### src/rtl/piso_bit_serializer_pkg.sv
// rtl/piso_bit_serializer_pkg.sv - shared state encoding, limits and helpers for the bit serializer
package serializer_pkg;

  typedef enum logic [1:0] {
    IDLE  = 2'd0,
    SHIFT = 2'd1,
    GAP   = 2'd2
  } ser_state_t;

  localparam int SER_WIDTH_DEFAULT = 8;
  localparam int SER_GAP_MAX       = 15;
  localparam int SER_GAP_W         = $clog2(SER_GAP_MAX + 1);

  // First bit on the line for a word of the given width and order.
  function automatic logic head_bit(input logic [31:0] word, input int width, input bit msb_first);
    return msb_first ? word[5'(width - 1)] : word[0];
  endfunction

endpackage

### src/rtl/piso_bit_serializer_if.sv
// rtl/piso_bit_serializer_if.sv - word load handshake between upstream and the serializer
interface piso_bit_serializer_if
  import serializer_pkg::*;
#(
  parameter int WIDTH = SER_WIDTH_DEFAULT
);

  logic [WIDTH-1:0] data_in;
  logic             load_valid;
  logic             load_ready;

  modport master (
    output data_in,
    output load_valid,
    input  load_ready
  );

  modport slave (
    input  data_in,
    input  load_valid,
    output load_ready
  );

endinterface

### src/rtl/piso_bit_serializer_ser_shift_reg.sv
// rtl/piso_bit_serializer_ser_shift_reg.sv - loadable zero-filling shifter feeding the serial output flop
module ser_shift_reg
  import serializer_pkg::*;
#(
  parameter int WIDTH     = SER_WIDTH_DEFAULT,
  parameter bit MSB_FIRST = 1'b1
) (
  input  logic             clk,
  input  logic             rst,
  input  logic             load,
  input  logic             shift,
  input  logic [WIDTH-1:0] din,
  output logic             dout_bit
);

  logic [WIDTH-1:0] sreg;
  logic             unused_head;

  always_ff @(posedge clk) begin
    if (rst) begin
      sreg <= '0;
    end else if (load) begin
      sreg <= din;
    end else if (shift) begin
      sreg <= MSB_FIRST ? {sreg[WIDTH-2:0], 1'b0} : {1'b0, sreg[WIDTH-1:1]};
    end
  end

  // The head bit is already on the line through the top's output flop, so we preview the next one.
  assign dout_bit    = MSB_FIRST ? sreg[WIDTH-2] : sreg[1];
  assign unused_head = MSB_FIRST ? sreg[WIDTH-1] : sreg[0];

endmodule

### src/rtl/piso_bit_serializer.sv
// rtl/piso_bit_serializer.sv - parallel-in/serial-out word serializer with optional inter-frame gap
module piso_bit_serializer
  import serializer_pkg::*;
#(
  parameter int WIDTH      = SER_WIDTH_DEFAULT,
  parameter bit MSB_FIRST  = 1'b1,
  parameter bit IDLE_BIT   = 1'b0,
  parameter int GAP_CYCLES = 0
) (
  input  logic                   clk,
  input  logic                   rst,
  piso_bit_serializer_if.slave   ld,
  output logic                   serial_out,
  output logic                   bit_valid,
  output logic                   frame_done,
  output logic                   busy
);

  localparam int CW = $clog2(WIDTH);

  localparam logic [1:0] S_IDLE  = IDLE;
  localparam logic [1:0] S_SHIFT = SHIFT;
  localparam logic [1:0] S_GAP   = GAP;

  localparam bit                   HAS_GAP  = (GAP_CYCLES > 0);
  localparam logic [CW-1:0]        LAST_BIT = CW'(WIDTH - 1);
  localparam logic [SER_GAP_W-1:0] LAST_GAP = SER_GAP_W'((GAP_CYCLES > 0) ? GAP_CYCLES - 1 : 0);

  logic [1:0]           state, state_nxt;
  logic [CW-1:0]        bit_cnt, bit_cnt_nxt;
  logic [SER_GAP_W-1:0] gap_cnt, gap_cnt_nxt;
  logic                 last_bit, last_gap, accept;
  logic                 first_bit, next_bit;

  assign last_bit      = (state == S_SHIFT) && (bit_cnt == LAST_BIT);
  assign last_gap      = (state == S_GAP) && (gap_cnt == LAST_GAP);
  assign ld.load_ready = (state == S_IDLE) || (last_bit && !HAS_GAP) || last_gap;
  assign accept        = ld.load_valid && ld.load_ready;
  assign first_bit     = head_bit(32'(ld.data_in), WIDTH, MSB_FIRST);

  always_comb begin
    state_nxt   = state;
    bit_cnt_nxt = bit_cnt;
    gap_cnt_nxt = gap_cnt;
    case (state)
      S_IDLE: begin
        if (accept) begin
          state_nxt   = S_SHIFT;
          bit_cnt_nxt = '0;
        end
      end
      S_SHIFT: begin
        if (!last_bit) begin
          bit_cnt_nxt = bit_cnt + 1'b1;
        end else if (HAS_GAP) begin
          state_nxt   = S_GAP;
          gap_cnt_nxt = '0;
        end else if (accept) begin
          bit_cnt_nxt = '0;
        end else begin
          state_nxt = S_IDLE;
        end
      end
      S_GAP: begin
        if (!last_gap) begin
          gap_cnt_nxt = gap_cnt + 1'b1;
        end else if (accept) begin
          state_nxt   = S_SHIFT;
          bit_cnt_nxt = '0;
        end else begin
          state_nxt = S_IDLE;
        end
      end
      default: state_nxt = S_IDLE;
    endcase
  end

  ser_shift_reg #(
    .WIDTH     (WIDTH),
    .MSB_FIRST (MSB_FIRST)
  ) u_shift (
    .clk      (clk),
    .rst      (rst),
    .load     (accept),
    .shift    (state == S_SHIFT),
    .din      (ld.data_in),
    .dout_bit (next_bit)
  );

  // Outputs are registered from the next state so they line up with the bit being sent.
  always_ff @(posedge clk) begin
    if (rst) begin
      state      <= S_IDLE;
      bit_cnt    <= '0;
      gap_cnt    <= '0;
      serial_out <= IDLE_BIT;
      bit_valid  <= 1'b0;
      frame_done <= 1'b0;
      busy       <= 1'b0;
    end else begin
      state      <= state_nxt;
      bit_cnt    <= bit_cnt_nxt;
      gap_cnt    <= gap_cnt_nxt;
      bit_valid  <= (state_nxt == S_SHIFT);
      frame_done <= (state_nxt == S_SHIFT) && (bit_cnt_nxt == LAST_BIT);
      busy       <= (state_nxt != S_IDLE);
      if (accept) begin
        serial_out <= first_bit;
      end else if (state_nxt == S_SHIFT) begin
        serial_out <= next_bit;
      end else begin
        serial_out <= IDLE_BIT;
      end
    end
  end

endmodule

### src/flat_wrapper.sv
// flat-port wrapper written by rule: the top's interface ports become plain ports
module piso_bit_serializer_flat import serializer_pkg::*;
#(
  parameter int WIDTH      = SER_WIDTH_DEFAULT,
  parameter bit MSB_FIRST  = 1'b1,
  parameter bit IDLE_BIT   = 1'b0,
  parameter int GAP_CYCLES = 0
)
  (clk, rst, serial_out, bit_valid, frame_done, busy, ld_data_in, ld_load_valid, ld_load_ready);
  piso_bit_serializer_if #(.WIDTH(WIDTH)) ld_i ();
  input  logic clk;
  input  logic rst;
  output logic serial_out;
  output logic bit_valid;
  output logic frame_done;
  output logic busy;
  input wire logic [$bits(ld_i.data_in)-1:0] ld_data_in;
  input wire logic [$bits(ld_i.load_valid)-1:0] ld_load_valid;
  output wire logic [$bits(ld_i.load_ready)-1:0] ld_load_ready;
  assign ld_i.data_in = ld_data_in;
  assign ld_i.load_valid = ld_load_valid;
  assign ld_load_ready = ld_i.load_ready;
  piso_bit_serializer #(.WIDTH(WIDTH), .MSB_FIRST(MSB_FIRST), .IDLE_BIT(IDLE_BIT), .GAP_CYCLES(GAP_CYCLES)) u_core (.clk(clk), .rst(rst), .ld(ld_i), .serial_out(serial_out), .bit_valid(bit_valid), .frame_done(frame_done), .busy(busy));
endmodule
### config.mk
export PLATFORM = sky130hd
export DESIGN_NAME = piso_bit_serializer_flat
export DESIGN_NICKNAME = d
export VERILOG_FILES = /design/src/rtl/piso_bit_serializer_pkg.sv /design/src/rtl/piso_bit_serializer_if.sv /design/src/rtl/piso_bit_serializer_ser_shift_reg.sv /design/src/rtl/piso_bit_serializer.sv /design/src/flat_wrapper.sv
export SDC_FILE = /design/constraint.sdc
export NUM_CORES = 1
export LEC_CHECK = 0
export CAP_MARGIN = 20
export CORE_UTILIZATION = 50
export CTS_CLUSTER_DIAMETER = 120
export CTS_CLUSTER_SIZE = 20
export DETAILED_ROUTE_END_ITERATION = 6
export PLACE_DENSITY = 0.76
export SKIP_LAST_GASP = 1
export SYNTH_ARGS = -nofsm -noshare
export SYNTH_HDL_FRONTEND = slang
export SYNTH_SLANG_ARGS = --single-unit
### constraint.sdc
create_clock -name clk -period 2.05 [get_ports clk]
set_input_delay 0.615 -clock clk [delete_from_list [all_inputs] [get_ports clk]]
set_output_delay 0.615 -clock clk [all_outputs]
set_load 0.05 [all_outputs]
==> qor.txt, run 1 <==
Largest area contributor in the netlist: dfxtp_1
Vias per cell: 5.05
Die height: 45.0 um
Run status: finished with violations
DRC violations left: 0
Synthesis-stage register bit count: 20
Sw Pwr: 198 uW
Global-route wire length before repair: 3120 um
Buffers added on ports: 15
Die span in x: 45.0 um
Comb pwr share: 0.150
Pre-antenna DRT Iters: 4
Violated checks: negative setup slack
Core area: 0.00173 mm^2
P_leak: 0.000555 uW
CP Capture Type: primary output
Vias in the first global route: 725
Highest clock rate: 475 MHz
Slew margin rel.: 0.670
Clock transition at the registers of the reported paths: 0.12 ns
Worst vdd ir: 0.481 mV
Share of Yosys cell area claimed by the top area cell type: 0.432
Seq/Total Area, Yosys: 0.432
CP required: 1.43 ns
Crit path max fanout: 2
Final worst-path setup slack: -0.0551 ns
Critical path class: flip-flop to primary output
Overflow after GRT: 0
Hold_buf cts: 0
Syn_area_per_cell: 9.26 um^2
Pins Over Slew Limit: 0
Class of the worst hold path: flip-flop to flip-flop
Post-synth top flop: dfxtp_1
# nets final: 141
Syn Nets: 115
Clock sink count: 20
Synth top area cells: dfxtp_1 (43%), mux2i_1 (8.6%), a21oi_1 (5.9%)
Async set-reset flop share out of synthesis: 0
CP arrival: 1.49 ns
Root buf cell: clkbuf_4
R2R Path Start: u_core.bit_cnt[0]$_SDFF_PP0_
H-tree Lvls: 1
Most frequent cell after synthesis: dfxtp_1
Synth unique cells: 27
Period utilisation layout: 1.03
Pwr/cell area: 692 mW/mm^2
Worst skew pair latency: 0.30 ns
Internal power: 668 uW
Area delta synth->final: 35.1%
Via count of the routed design: 758
Least-Margin Pin Slew: 0.496 ns
CTS tree: built
Routability cong.: 0.731
Largest net degree at the start of global routing: 15
Post-place instance area: 0.00111 mm^2
Clock tree buffer depth: 2
Final worst path period need: 2.11 ns
Hold Startpoint: u_core.u_shift.sreg[6]$_SDFFE_PP0P_
Mapped cell area: 926 um^2
Unrepaired setup endpoints after global routing: yes
# IOs: 16
EDFF count, synth: 0
Final core area utilization: 0.725
Num CTS Buffers: 3
Worst setup startpoint: u_core.bit_cnt[0]$_SDFF_PP0_
Total Wirelength: 1900 um
Antenna diodes: 0
Cell Rows: 15
Clock share of power: 0.371
Share of cells above drive strength 1: 0.256
Initial core utilization: 0.536
Initial DRC Count: 7
Final HPWL DP: 1250 um
Final count of negative-setup-slack endpoints: 1
Final Instance Area: 0.00125 mm^2
Overall power: 866 uW
Initial antenna violation count: 0
Fin Hold WS: 0.543 ns
Mapped Cells: 100
Drt wl/cell: 12.7 um
Setup Skew: 0.00828 ns
Antenna Nets Post-Route: 0
Ys Warns: 0
Die ar.: 0.00203 mm^2
Flop pwr share: 0.479
Max-cap viol count: 0
Final Non-Filler Cells: 150
Final Hold Vio Count: 0
Top post-synthesis cells by count: dfxtp_1 (20), nor2_1 (12), a21oi_1 (11)
Switching power share of the total: 0.229
Placed cell count: 139
Aggregate global-route resource usage: 0.217
Crit start category: flip-flop
==> metal layers <==
layer / vias up / share of wire / GRT usage
met5: - / 0 / 0
met4: 0 / 0.016 / 0.127
met3: 4 / 0.039 / 0.0600
met2: 18 / 0.44 / 0.304
met1: 339 / 0.50 / 0.296
li1: 397 / - / -
==> cell families (layout without fill, tap and decap cells) <==
logic type	count (synthesis)	after routing	synth area share
xor+xnor	2	2	0.0189
simple gates	35	35	0.204
flops	20	20	0.432
fa+ha+maj	4	4	0.0541
buf+inv	9	34	0.0459
mux	8	8	0.0865
compound gates	22	22	0.158
==> what timing repair did <==
action,4_1_cts,5_1_grt
gates resized for setup,7,3
pin swaps,1,3
endpoints found under the setup margin,1,1
buffers inserted,4,3
==> through the flow <==
stage                     worst slack, ns  TNS (ns)
after detailed placement            0.136         0
after floorplan                     0.146         0
after global placement              0.191         0
final                             -0.0551   -0.0551
after CTS                         -0.0654   -0.0654
after global routing               -0.117    -0.117
==> area by class of cell <==
cell class                 count  area [um^2]
sequential                    20          405
timing repair buffer          27          240
tap                           25         31.3
clock buffer                   3         22.5
inverter                       3         11.3
multi-input combinational     71          510
clock inverter                 1         30.0
fill                         133          475
==> critical path, stage by stage, from the launching register on <==
cell and delay, ns:
dfxtp_2 0.38, ha_4 0.14, ha_4 0.13, and2b_2 0.24, o21bai_4 0.15, buf_12 0.15
==> registers in the layout (all words and copies together), names as in the netlist <==
| register | flops |
|---|---|
| u_core.bit_cnt | 3 |
| u_core.bit_valid | 1 |
| u_core.busy | 1 |
| u_core.frame_done | 1 |
| u_core.gap_cnt | 4 |
| u_core.serial_out | 1 |
| u_core.state | 2 |
| u_core.u_shift.sreg | 7 |
==> worst paths after layout <==
check | endpoint | slack (ns) | cells past startpoint
worst max-delay path | ld_load_ready | -0.06 | 5
worst min register to register | u_core.serial_out$_SDFF_PP0_ | 0.54 | 2
worst min-delay path | u_core.serial_out$_SDFF_PP0_ | 0.54 | 2
worst max register to register | u_core.bit_cnt[2]$_SDFF_PP0_ | 0.39 | 7
==> cells in the final DEF (no fill, tap or decap), types with 2 or more instances in the layout <==
| master | n |
|---|---|
| ha_4 | 2 |
| dfxtp_1 | 16 |
| nor2b_1 | 2 |
| a21oi_1 | 11 |
| mux2i_1 | 8 |
| clkdlybuf4s50_1 | 10 |
| buf_4 | 16 |
| inv_1 | 2 |
| dfxtp_2 | 4 |
| nand3_1 | 7 |
| a21o_1 | 7 |
| clkbuf_4 | 3 |
| nor3_1 | 4 |
| nor2_1 | 12 |
| nand2b_1 | 2 |
| nand2_1 | 3 |
==> power groups by stage <==
stage                     Sequential [uW]  Clock [uW]  Combinational, uW
after global routing                  417         341                140
final                                 415         321                130
after detailed placement              423           0                118
after floorplan                       434           0               62.6
after CTS                             415         323                127
after global placement                422           0                116
Power figures use the tool's default switching activity.
==> run 2, diff against run 1 <==
ABC_CLOCK_PERIOD_IN_PS = 2050   (was unset)
CORE_MARGIN = 1   (was unset)
==> results of run 2 <==
No change in the layout: final DEF, timing and power equal those of run 1.
